## src/rtl/znd_seq_if.sv

```systemverilog
// Host-side configuration and firing-table bundle for the znd_seq frame scheduler.
// The host or bench drives through master; the scheduler uses slave.
interface znd_seq_if;
  logic              run;
  logic              single;
  logic              ext_mode;
  logic              ext_trig;
  logic [23:0]       period;
  logic [23:0]       first_delay;
  logic [23:0]       spacing;
  logic [3:0]        ch_en;
  logic [7:0]        ch_order;
  logic              msync_n;
  logic [23:0]       znd_delay0;
  logic [23:0]       znd_delay1;
  logic [23:0]       znd_delay2;
  logic [23:0]       znd_delay3;
  logic [7:0]        num_order;
  logic              busy;
  logic [15:0]       frame_cnt;
  logic              overrun;
  logic              cfg_err;

  modport master (
    output run, single, ext_mode, ext_trig, period, first_delay, spacing, ch_en, ch_order,
    input  msync_n, znd_delay0, znd_delay1, znd_delay2, znd_delay3, num_order,
           busy, frame_cnt, overrun, cfg_err
  );

  modport slave (
    input  run, single, ext_mode, ext_trig, period, first_delay, spacing, ch_en, ch_order,
    output msync_n, znd_delay0, znd_delay1, znd_delay2, znd_delay3, num_order,
           busy, frame_cnt, overrun, cfg_err
  );
endinterface

```

## src/rtl/znd_seq.sv

```systemverilog
// Frame scheduler for the four-channel firing block: master sync generation and
// per-frame firing-table construction (compacted channel order, spaced match delays).
module znd_seq #(
  parameter int MIN_PERIOD  = 8,
  parameter int SYNC_STAGES = 2
) (
  input logic      clk20,
  input logic      res,
  znd_seq_if.slave zif
);

  typedef enum logic [3:0] {
    S_IDLE, S_ARM, S_LOAD, S_CALC0, S_CALC1, S_CALC2, S_CALC3, S_FIRE, S_WAIT
  } state_t;

  state_t                 r_state;
  state_t                 w_state_nxt;
  logic                   r_oneshot;
  logic [SYNC_STAGES-1:0] r_sync;
  logic                   r_trig_prev;
  logic                   w_trig_edge;
  logic                   w_abort;
  logic                   w_fire_edge;
  logic [23:0]            r_wcnt;

  logic [23:0]            r_sh_period;
  logic [23:0]            r_sh_spacing;
  logic [3:0]             r_sh_en;
  logic [7:0]             r_sh_order;

  logic [3:0]             r_used;
  logic [1:0]             r_n;
  logic [24:0]            r_acc;
  logic [3:0][23:0]       r_stg_dly;
  logic [7:0]             r_stg_ord;
  logic                   r_stg_err;

  logic [3:0]             w_used_nxt;
  logic [1:0]             w_n_nxt;
  logic [24:0]            w_acc_nxt;
  logic [3:0][23:0]       w_dly_nxt;
  logic [7:0]             w_ord_nxt;
  logic                   w_err_nxt;
  logic [1:0]             w_ch;
  logic                   w_calc;

  logic                   r_msync_n;
  logic [3:0][23:0]       r_dly_out;
  logic [7:0]             r_ord_out;
  logic                   r_err_out;
  logic [15:0]            r_frame_cnt;
  logic                   r_overrun;

  function automatic logic [23:0] clamp_dly(input logic [24:0] a);
    return (a >= 25'h0FFFFFF) ? 24'hFFFFFF : a[23:0];
  endfunction

  function automatic logic [24:0] sat_acc(input logic [24:0] a, input logic [23:0] b);
    logic [25:0] s;
    s = {1'b0, a} + {2'b00, b};
    return s[25] ? 25'h1FFFFFF : s[24:0];
  endfunction

  function automatic logic [23:0] floor_period(input logic [23:0] p);
    return (p < 24'(MIN_PERIOD)) ? 24'(MIN_PERIOD) : p;
  endfunction

  assign w_trig_edge = r_sync[SYNC_STAGES-1] & ~r_trig_prev;
  // A single-shot frame runs to completion even though run is low.
  assign w_abort     = ~zif.run & ~r_oneshot;
  assign w_fire_edge = (r_state == S_CALC3) && (w_state_nxt == S_FIRE);

  always_comb begin
    w_state_nxt = r_state;
    case (r_state)
      S_IDLE: begin
        if (zif.run)         w_state_nxt = zif.ext_mode ? S_ARM : S_LOAD;
        else if (zif.single) w_state_nxt = S_LOAD;
      end
      S_ARM: begin
        if (!zif.run)         w_state_nxt = S_IDLE;
        else if (w_trig_edge) w_state_nxt = S_LOAD;
      end
      S_LOAD:  w_state_nxt = w_abort ? S_IDLE : S_CALC0;
      S_CALC0: w_state_nxt = w_abort ? S_IDLE : S_CALC1;
      S_CALC1: w_state_nxt = w_abort ? S_IDLE : S_CALC2;
      S_CALC2: w_state_nxt = w_abort ? S_IDLE : S_CALC3;
      S_CALC3: w_state_nxt = w_abort ? S_IDLE : S_FIRE;
      S_FIRE: begin
        if (r_oneshot || !zif.run) w_state_nxt = S_IDLE;
        else if (zif.ext_mode)     w_state_nxt = S_ARM;
        else                       w_state_nxt = S_WAIT;
      end
      S_WAIT: begin
        if (!zif.run)          w_state_nxt = S_IDLE;
        else if (r_wcnt == '0) w_state_nxt = S_LOAD;
      end
      default: w_state_nxt = S_IDLE;
    endcase
  end

  // Table builder: one requested order slot examined per CALC cycle.
  always_comb begin
    w_used_nxt = r_used;
    w_n_nxt    = r_n;
    w_acc_nxt  = r_acc;
    w_dly_nxt  = r_stg_dly;
    w_ord_nxt  = r_stg_ord;
    w_err_nxt  = r_stg_err;
    w_ch       = 2'd0;
    w_calc     = 1'b1;
    case (r_state)
      S_CALC0: w_ch = r_sh_order[1:0];
      S_CALC1: w_ch = r_sh_order[3:2];
      S_CALC2: w_ch = r_sh_order[5:4];
      S_CALC3: w_ch = r_sh_order[7:6];
      default: w_calc = 1'b0;
    endcase
    if (w_calc && r_sh_en[w_ch] && !r_used[w_ch]) begin
      w_dly_nxt[r_n]              = clamp_dly(r_acc);
      w_err_nxt                   = r_stg_err | (r_acc >= 25'h0FFFFFF);
      w_ord_nxt[{r_n, 1'b0} +: 2] = w_ch;
      w_used_nxt[w_ch]            = 1'b1;
      w_n_nxt                     = r_n + 2'd1;
      w_acc_nxt                   = sat_acc(r_acc, r_sh_spacing);
    end
  end

  always_ff @(posedge clk20 or posedge res) begin
    if (res) begin
      r_state     <= S_IDLE;
      r_oneshot   <= 1'b0;
      r_sync      <= '0;
      r_trig_prev <= 1'b0;
      r_wcnt      <= '0;
      r_used      <= '0;
      r_n         <= '0;
      r_acc       <= '0;
      r_msync_n   <= 1'b1;
      r_dly_out   <= {4{24'hFFFFFF}};
      r_ord_out   <= 8'hE4;
      r_err_out   <= 1'b0;
      r_frame_cnt <= '0;
      r_overrun   <= 1'b0;
    end else begin
      r_state     <= w_state_nxt;
      r_sync      <= {r_sync[SYNC_STAGES-2:0], zif.ext_trig};
      r_trig_prev <= r_sync[SYNC_STAGES-1];

      if (r_state == S_IDLE && !zif.run && zif.single) r_oneshot <= 1'b1;
      else if (r_state == S_FIRE)                       r_oneshot <= 1'b0;

      // WAIT length makes the next FIRE land exactly P cycles after this one.
      if (r_state == S_FIRE)      r_wcnt <= floor_period(r_sh_period) - 24'd7;
      else if (r_state == S_WAIT) r_wcnt <= r_wcnt - 24'd1;

      if (r_state == S_LOAD) begin
        r_used <= '0;
        r_n    <= '0;
        r_acc  <= {1'b0, zif.first_delay};
      end else begin
        r_used <= w_used_nxt;
        r_n    <= w_n_nxt;
        r_acc  <= w_acc_nxt;
      end

      r_msync_n <= ~w_fire_edge;
      if (w_fire_edge) begin
        r_dly_out   <= w_dly_nxt;
        r_ord_out   <= w_ord_nxt;
        r_err_out   <= w_err_nxt;
        r_frame_cnt <= r_frame_cnt + 16'd1;
      end

      if (!zif.run) r_overrun <= 1'b0;
      else if (w_trig_edge && zif.ext_mode && r_state != S_ARM) r_overrun <= 1'b1;
    end
  end

  always_ff @(posedge clk20) begin
    if (r_state == S_LOAD) begin
      r_sh_period  <= zif.period;
      r_sh_spacing <= zif.spacing;
      r_sh_en      <= zif.ch_en;
      r_sh_order   <= zif.ch_order;
      r_stg_dly    <= {4{24'hFFFFFF}};
      r_stg_ord    <= 8'h00;
      r_stg_err    <= 1'b0;
    end else begin
      r_stg_dly    <= w_dly_nxt;
      r_stg_ord    <= w_ord_nxt;
      r_stg_err    <= w_err_nxt;
    end
  end

  assign zif.msync_n    = r_msync_n;
  assign zif.znd_delay0 = r_dly_out[0];
  assign zif.znd_delay1 = r_dly_out[1];
  assign zif.znd_delay2 = r_dly_out[2];
  assign zif.znd_delay3 = r_dly_out[3];
  assign zif.num_order  = r_ord_out;
  assign zif.busy       = (r_state != S_IDLE);
  assign zif.frame_cnt  = r_frame_cnt;
  assign zif.overrun    = r_overrun;
  assign zif.cfg_err    = r_err_out;

endmodule

```

## src/flat_wrapper.sv

```systemverilog
// flat-port wrapper written by rule: the top's interface ports become plain ports
module znd_seq_flat 
#(
  parameter int MIN_PERIOD  = 8,
  parameter int SYNC_STAGES = 2
)
  (clk20, res, zif_run, zif_single, zif_ext_mode, zif_ext_trig, zif_period, zif_first_delay, zif_spacing, zif_ch_en, zif_ch_order, zif_msync_n, zif_znd_delay0, zif_znd_delay1, zif_znd_delay2, zif_znd_delay3, zif_num_order, zif_busy, zif_frame_cnt, zif_overrun, zif_cfg_err);
  znd_seq_if zif_i ();
  input logic clk20;
  input logic res;
  input wire logic [$bits(zif_i.run)-1:0] zif_run;
  input wire logic [$bits(zif_i.single)-1:0] zif_single;
  input wire logic [$bits(zif_i.ext_mode)-1:0] zif_ext_mode;
  input wire logic [$bits(zif_i.ext_trig)-1:0] zif_ext_trig;
  input wire logic [$bits(zif_i.period)-1:0] zif_period;
  input wire logic [$bits(zif_i.first_delay)-1:0] zif_first_delay;
  input wire logic [$bits(zif_i.spacing)-1:0] zif_spacing;
  input wire logic [$bits(zif_i.ch_en)-1:0] zif_ch_en;
  input wire logic [$bits(zif_i.ch_order)-1:0] zif_ch_order;
  output wire logic [$bits(zif_i.msync_n)-1:0] zif_msync_n;
  output wire logic [$bits(zif_i.znd_delay0)-1:0] zif_znd_delay0;
  output wire logic [$bits(zif_i.znd_delay1)-1:0] zif_znd_delay1;
  output wire logic [$bits(zif_i.znd_delay2)-1:0] zif_znd_delay2;
  output wire logic [$bits(zif_i.znd_delay3)-1:0] zif_znd_delay3;
  output wire logic [$bits(zif_i.num_order)-1:0] zif_num_order;
  output wire logic [$bits(zif_i.busy)-1:0] zif_busy;
  output wire logic [$bits(zif_i.frame_cnt)-1:0] zif_frame_cnt;
  output wire logic [$bits(zif_i.overrun)-1:0] zif_overrun;
  output wire logic [$bits(zif_i.cfg_err)-1:0] zif_cfg_err;
  assign zif_i.run = zif_run;
  assign zif_i.single = zif_single;
  assign zif_i.ext_mode = zif_ext_mode;
  assign zif_i.ext_trig = zif_ext_trig;
  assign zif_i.period = zif_period;
  assign zif_i.first_delay = zif_first_delay;
  assign zif_i.spacing = zif_spacing;
  assign zif_i.ch_en = zif_ch_en;
  assign zif_i.ch_order = zif_ch_order;
  assign zif_msync_n = zif_i.msync_n;
  assign zif_znd_delay0 = zif_i.znd_delay0;
  assign zif_znd_delay1 = zif_i.znd_delay1;
  assign zif_znd_delay2 = zif_i.znd_delay2;
  assign zif_znd_delay3 = zif_i.znd_delay3;
  assign zif_num_order = zif_i.num_order;
  assign zif_busy = zif_i.busy;
  assign zif_frame_cnt = zif_i.frame_cnt;
  assign zif_overrun = zif_i.overrun;
  assign zif_cfg_err = zif_i.cfg_err;
  znd_seq #(.MIN_PERIOD(MIN_PERIOD), .SYNC_STAGES(SYNC_STAGES)) u_core (.clk20(clk20), .res(res), .zif(zif_i));
endmodule
```

## config.mk

```make
export PLATFORM = sky130hd
export DESIGN_NAME = znd_seq_flat
export DESIGN_NICKNAME = d
export VERILOG_FILES = /design/src/rtl/znd_seq_if.sv /design/src/rtl/znd_seq.sv /design/src/flat_wrapper.sv
export SDC_FILE = /design/constraint.sdc
export NUM_CORES = 1
export LEC_CHECK = 0
export ABC_AREA = 1
export CORE_AREA = 2 2 194 196
export CTS_CLUSTER_DIAMETER = 50
export DETAILED_ROUTE_END_ITERATION = 12
export DIE_AREA = 0 0 196 198
export GPL_ROUTABILITY_DRIVEN = 0
export HOLD_SLACK_MARGIN = 0.06
export PLACE_DENSITY = 0.69
export SYNTH_ARGS = -nofsm -noshare
export SYNTH_HDL_FRONTEND = slang
export SYNTH_SLANG_ARGS = --single-unit
```

## constraint.sdc

```tcl
create_clock -name clk20 -period 12.7 [get_ports clk20]
set_clock_uncertainty 0.15 [all_clocks]
set_input_delay 2.54 -clock clk20 [delete_from_list [all_inputs] [get_ports clk20]]
set_output_delay 2.54 -clock clk20 [all_outputs]
set_load 0.1 [all_outputs]
```

==> out/metrics.yaml, run 1 <==
status: "finished clean"
final_max_slew_viol_count: 0
path_max_fanout: 7
cts_tree: "built"
max_freq_mhz: 192
synth_warnings: 0
synth-edff-count: 60
cts_root_buf: "clkbuf_16"
cts_buffers: 43
fillCellCount: 3411
cp-end-kind: "output port"
ys_seq_area_share_pct: 47.8
num_io_pins: 214
max_slew_margin_pct: 18.6
syn_avg_cell_area_um2: 7.29
n_antenna_cell: 0
synth-seq-cells: 351
die_area_um2: 38800
cp.arrival_ns: 2.53
routed_wl_um: 53300
clk_latency_ns: 0.56
timing.final.crit_share_pct: 41.1
maxCapViolCount: 0
grt_pass1_wl_um: 85200
setup-tns-final_ns: 0
dr.pass1.iters: 6
syn-num-nets: 2611
netlist_instances: 2489
dpl-instance-area_um2: 20500
cts_resized: 0
worstHoldPathType: "flip-flop to flip-flop"
area_growth_pct: 21.5
finalCriticalPeriod_ns: 5.22
die_h_um: 198
dp_hpwl_um: 35800
postCtsSetupBuffers: 0
antenna_found_initial: 0
cts.sinks: 351
multi_input_area_um2: 8440
rsz0062_at_grt: "no"
start_util_pct: 49.1
synthArstFlopShare_pct: 53.0
clockBufferDepth: 3
nNetsFinal: 2768
via_per_inst: 5.44
grt.overflow.total: 0
grt.total_usage_pct: 27.6
grt_pass1_vias: 16200
rows: 71
ant_nets: 0
postLayoutCellArea_um2: 22000
syn_area_um2: 18200
seqCellArea_um2: 8680
synth_flop_cell: "dfxtp_1"
htreeDepth: 2
wl_per_cell_um: 16.9
worst_slew_pin_slew_ns: 1.22
coreArea_um2: 37000
critPathSlowestCell: "clkdlybuf4s50_1"
finalSetupViolCount: 0
route.detailed.drc: 0
clkTransAtPathRegs_ns: 0.06
ctsHoldBuffers: 0
hold_viol: 0
grt_max_degree: 113
cp-start-kind: "flip-flop"
critPathKind: "flip-flop to output port"
synth_cell_types: 44
port_buffers: 213
required_ns: 10.01
die_w_um: 196
drive_gt1_share_pct: 7.91
max_stage_delay_ns: 1.15
path_cells: "inv_2, nand2_1, nor2_1, inv_1, clkdlybuf4s50_1"
vias: 17200
drtIter0Drc: 1892
## worst max-delay path, delay by kind of cell (launching register included)
kind | cells | cell delay (ns)
buf+inv | 3 | 1.33
flops | 1 | 0.45
simple gates | 2 | 0.19
## logic make-up after synthesis
group                    after synthesis  synth area share (%)
AND/OR/NAND/NOR                     1618                  36.8
flip-flops                           351                  47.8
buffers and inverters                267                  5.83
AO/OA/AOI/OAI                        185                  5.49
XOR/XNOR                              36                  1.74
adder cells (fa/ha/maj)               32                  2.25
## final timing paths
check | startpoint | end | slack (ns) | cells after the start
max | u_core.r_state[0] | zif_busy | 7.48 | 5
min | u_core.r_sync[0] | u_core.r_sync[1] | 0.20 | 0
max reg2reg | u_core.r_state[0] | u_core.r_acc[1] | 8.44 | 10
min reg2reg | u_core.r_sync[0] | u_core.r_sync[1] | 0.20 | 0
max in group asynchronous | res | u_core.zif.num_order[0] | 8.32 | 3
min in group asynchronous | res | u_core.zif.frame_cnt[10] | 2.45 | 2
## cells in the mapped netlist (all sizes together), types with 2 or more instances
cell     count  share of area, %
buf         36               1.1
o21ai       85               2.3
inv        152               3.1
o21bai       3              0.12
clkinv       2             0.041
o22ai        9              0.31
and2         3              0.10
clkbuf      77               1.6
nand3b      12              0.50
a21oi       66               1.8
a21o         4              0.17
nor3        25              0.69
xnor2       16              0.77
nand3      312               8.6
or2         10              0.34
nand2     1085                22
edfxtp      60               9.9
nor4         5              0.17
ha          31               2.1
dfstp      101                15
nand4       28              0.96
dfxtp      105                12
xor2        20              0.96
a31oi        7              0.24
dfrtp       85                12
nor2       135               2.9
o2111ai      3              0.14
o211ai       4              0.17
## stage by stage
step           instances  hold WS (ns)  util [%]  worst slack [ns]
3_3_place_gp        3075         0.186      55.6              7.34
3_5_place_dp        3075         0.188      55.6              7.29
4_1_cts             3154         0.201      59.7              7.47
2_1_floorplan       2489         0.181         -              5.12
5_1_grt             3154         0.214      59.7              7.35
6_report            3154         0.199      59.7              7.48
## routing by layer
| metal | up-vias | GRT usage (%) | part of all wire, % |
|---|---|---|---|
| met2 | 703 | 43.0 | 44 |
| met1 | 7997 | 38.6 | 45 |
| met3 | 105 | 4.74 | 7.5 |
| met4 | 0 | 10.2 | 3.3 |
| li1 | 8361 | - | - |
| met5 | - | 0 | 0 |
## state kept, by name, summed over array words and instances (netlist names), 16 cells and up
register               cells
u_core.r_stg_dly          96
u_core.r_acc              25
u_core.r_sh_period        24
u_core.r_sh_spacing       24
u_core.r_wcnt             24
u_core.zif.znd_delay0     24
u_core.zif.znd_delay1     24
u_core.zif.znd_delay2     24
u_core.zif.znd_delay3     24
u_core.zif.frame_cnt      16
## cell type report
class | count | area share (%)
sequential | 351 | 39.4
multi-input combinational | 1871 | 38.3
tap | 474 | 2.69
clock inverter | 13 | 0.732
inverter | 154 | 2.66
clock buffer | 66 | 6.16
timing repair buffer | 225 | 10.1
## cell usage in the layout (no fill, tap or decap), types with 16 or more instances in the layout
| cell | Yosys | routed |
|---|---|---|
| dfrtp_1 | 85 | 85 |
| nand4_1 | 28 | 28 |
| xnor2_1 | 16 | 16 |
| xor2_1 | 20 | 20 |
| dfxtp_1 | 105 | 105 |
| clkdlybuf4s50_1 | 0 | 213 |
| edfxtp_1 | 60 | 60 |
| o21ai_0 | 78 | 78 |
| nor3_1 | 25 | 25 |
| ha_1 | 31 | 31 |
| inv_1 | 147 | 144 |
| nand3_1 | 312 | 311 |
| clkbuf_16 | 0 | 47 |
| a21oi_1 | 66 | 66 |
| nand2_1 | 1083 | 1081 |
| nor2_1 | 131 | 130 |
| dfstp_2 | 101 | 101 |
Power of run 1 is left out: the tool's default activity adds up to more than one toggle a clock period on the data nets, which glitch-free logic cannot reach.
==> run 2: changes to the inputs <==
--- a/config.mk
+++ b/config.mk
@@ -12,7 +12,7 @@
 export DIE_AREA = 0 0 196 198
 export GPL_ROUTABILITY_DRIVEN = 0
 export HOLD_SLACK_MARGIN = 0.06
-export PLACE_DENSITY = 0.69
+export PLACE_DENSITY = 0.72
 export SYNTH_ARGS = -nofsm -noshare
 export SYNTH_HDL_FRONTEND = slang
 export SYNTH_SLANG_ARGS = --single-unit
==> constraint.sdc (replaced) <==
create_clock -name clk20 -period 4.2 [get_ports clk20]
set_clock_uncertainty 0.15 [all_clocks]
set_input_delay 0.84 -clock clk20 [delete_from_list [all_inputs] [get_ports clk20]]
set_output_delay 0.84 -clock clk20 [all_outputs]
set_load 0.1 [all_outputs]
==> run 2 against run 1 <==
Effect of this change: worst setup slack worse by 6.8 ns; clock-buffer cell count is 13 lower; cell count is 0.41% higher; sequential share of layout area is 0.17 points lower; non-clock buffer count is 12 higher; wire length is 1.5% higher; critical path depth stayed put; cell area is 0.44% higher; largest cell class unchanged.
==> out/metrics.yaml, run 2 (same netlist as run 1, synthesis figures left out) <==
cts_resized: 0
worst_slew_pin_slew_ns: 1.24
num_io_pins: 214
cts.sinks: 351
final_common_cell: "nand2_1"
clockBufferDepth: 3
cp-start-kind: "flip-flop"
via_per_inst: 5.51
max_slew_margin_pct: 17.6
cts_tree: "built"
wl_per_cell_um: 17.1
grt_pass1_wl_um: 87200
path_cells: "inv_2, nand2_1, nor2_1, inv_1, clkdlybuf4s50_1"
vias: 17400
area_growth_pct: 22.0
dp_hpwl_um: 36300
rsz0062_at_grt: "no"
status: "finished clean"
placed_cells: 3087
use_met2_pct: 44.2
die_area_um2: 38800
max_freq_mhz: 286
htreeDepth: 2
max_stage_delay_ns: 1.15
cp-end-kind: "output port"
drtIter0Drc: 1871
routed_wl_um: 54100
grt_use_met1_pct: 39.4
critPathKind: "flip-flop to output port"
finalSetupViolCount: 0
start_util_pct: 49.1
drive_gt1_share_pct: 8.25
final_cell_mix: "nand2_1 (1081), nand3_1 (311), clkdlybuf4s50_1 (213)"
postCtsSetupBuffers: 0
critPathSlowestCell: "clkdlybuf4s50_1"
cp.arrival_ns: 2.51
ctsHoldBuffers: 0
die_w_um: 196
rows: 71
grt_max_degree: 112
grt_pass1_vias: 16500
regMostFlops: "u_core.r_stg_dly"
worstHoldPathType: "flip-flop to flip-flop"
maxCapViolCount: 0
setup-tns-final_ns: 0
clkTransAtPathRegs_ns: 0.06
clk_latency_ns: 0.56
hold_viol: 0
largest_registers: "u_core.r_stg_dly (96), u_core.r_acc (25)"
cts_buffers: 43
dr.pass1.iters: 5
grt_util_met3_pct: 4.43
path_max_fanout: 7
port_buffers: 213
final_max_slew_viol_count: 0
ant_nets: 0
die_h_um: 198
grt.overflow.total: 0
final_cells: 3167
nNetsFinal: 2780
antenna_found_initial: 1
route.detailed.drc: 0
finalCriticalPeriod_ns: 3.50
required_ns: 3.21
top_usage_layer: "met2"
coreArea_um2: 37000
largest_register_ffs: 96
cts_root_buf: "clkbuf_16"
grt.total_usage_pct: 28.2
timing.final.crit_share_pct: 83.3
run 2: cell count changes in the layout (fill, tap and decap cells not counted):
| cell | change |
|---|---|
| buf_12 | +4 |
| clkinv_2 | +4 |
| diode_2 | +1 |
| clkinv_8 | +1 |
| clkinv_4 | -3 |
| inv_6 | +2 |
| buf_4 | +8 |
| clkbuf_1 | -2 |
| clkinv_1 | +4 |
| clkbuf_16 | -3 |
| bufinv_16 | +3 |
| clkbuf_8 | -8 |
| clkinvlp_4 | +2 |
run 2: layout make-up:
type / count / area [um^2]
tap: 474 / 593
inverter: 154 / 584
antenna: 1 / 2.50
multi-input combinational: 1871 / 8440
sequential: 351 / 8680
clock inverter: 26 / 310
timing repair buffer: 237 / 2360
fill: 3323 / 14800
clock buffer: 53 / 1160
run 2: layer usage:
metal  share of wire [%]  wire, um  vias to the layer above
met5                   0         0                        -
met4                 3.6      1950                        0
met3                 8.4      4530                      119
met2                  44     24000                      772
met1                  44     23600                     8166
li1                    -         -                     8384
run 2: worst paths after layout:
kind / depth (start not counted) / from / slack (ns) / end
worst max-delay path: 5 / u_core.r_state[0] / 0.70 / zif_busy
worst min-delay path: 0 / u_core.r_sync[0] / 0.20 / u_core.r_sync[1]
worst max register to register: 12 / u_core.r_state[0] / 0.88 / u_core.zif.znd_delay3[6]
worst min register to register: 0 / u_core.r_sync[0] / 0.20 / u_core.r_sync[1]
max in group asynchronous: 3 / res / 2.45 / u_core.r_acc[23]
min in group asynchronous: 2 / res / 0.54 / u_core.zif.frame_cnt[15]
run 2: worst max-delay path, delay by kind of cell (launching register included):
family	cells	cell delay, ns
buffers and inverters	3	1.33
and+or+nand+nor	2	0.18
DFF	1	0.44
run 2: through the flow:
step | cell area [um^2] | hold WS (ns) | setup WS (ns) | util (%)
3_5_place_dp | 20700 | 0.189 | 1.02 | 55.9
3_3_place_gp | 20700 | 0.189 | 1.06 | 55.9
4_1_cts | 22100 | 0.202 | 0.693 | 59.9
2_1_floorplan | 18200 | 0.181 | 0.478 | -
5_1_grt | 22100 | 0.218 | 0.592 | 59.9
6_report | 22100 | 0.201 | 0.703 | 59.9
Power of run 2 is left out for the same reason.
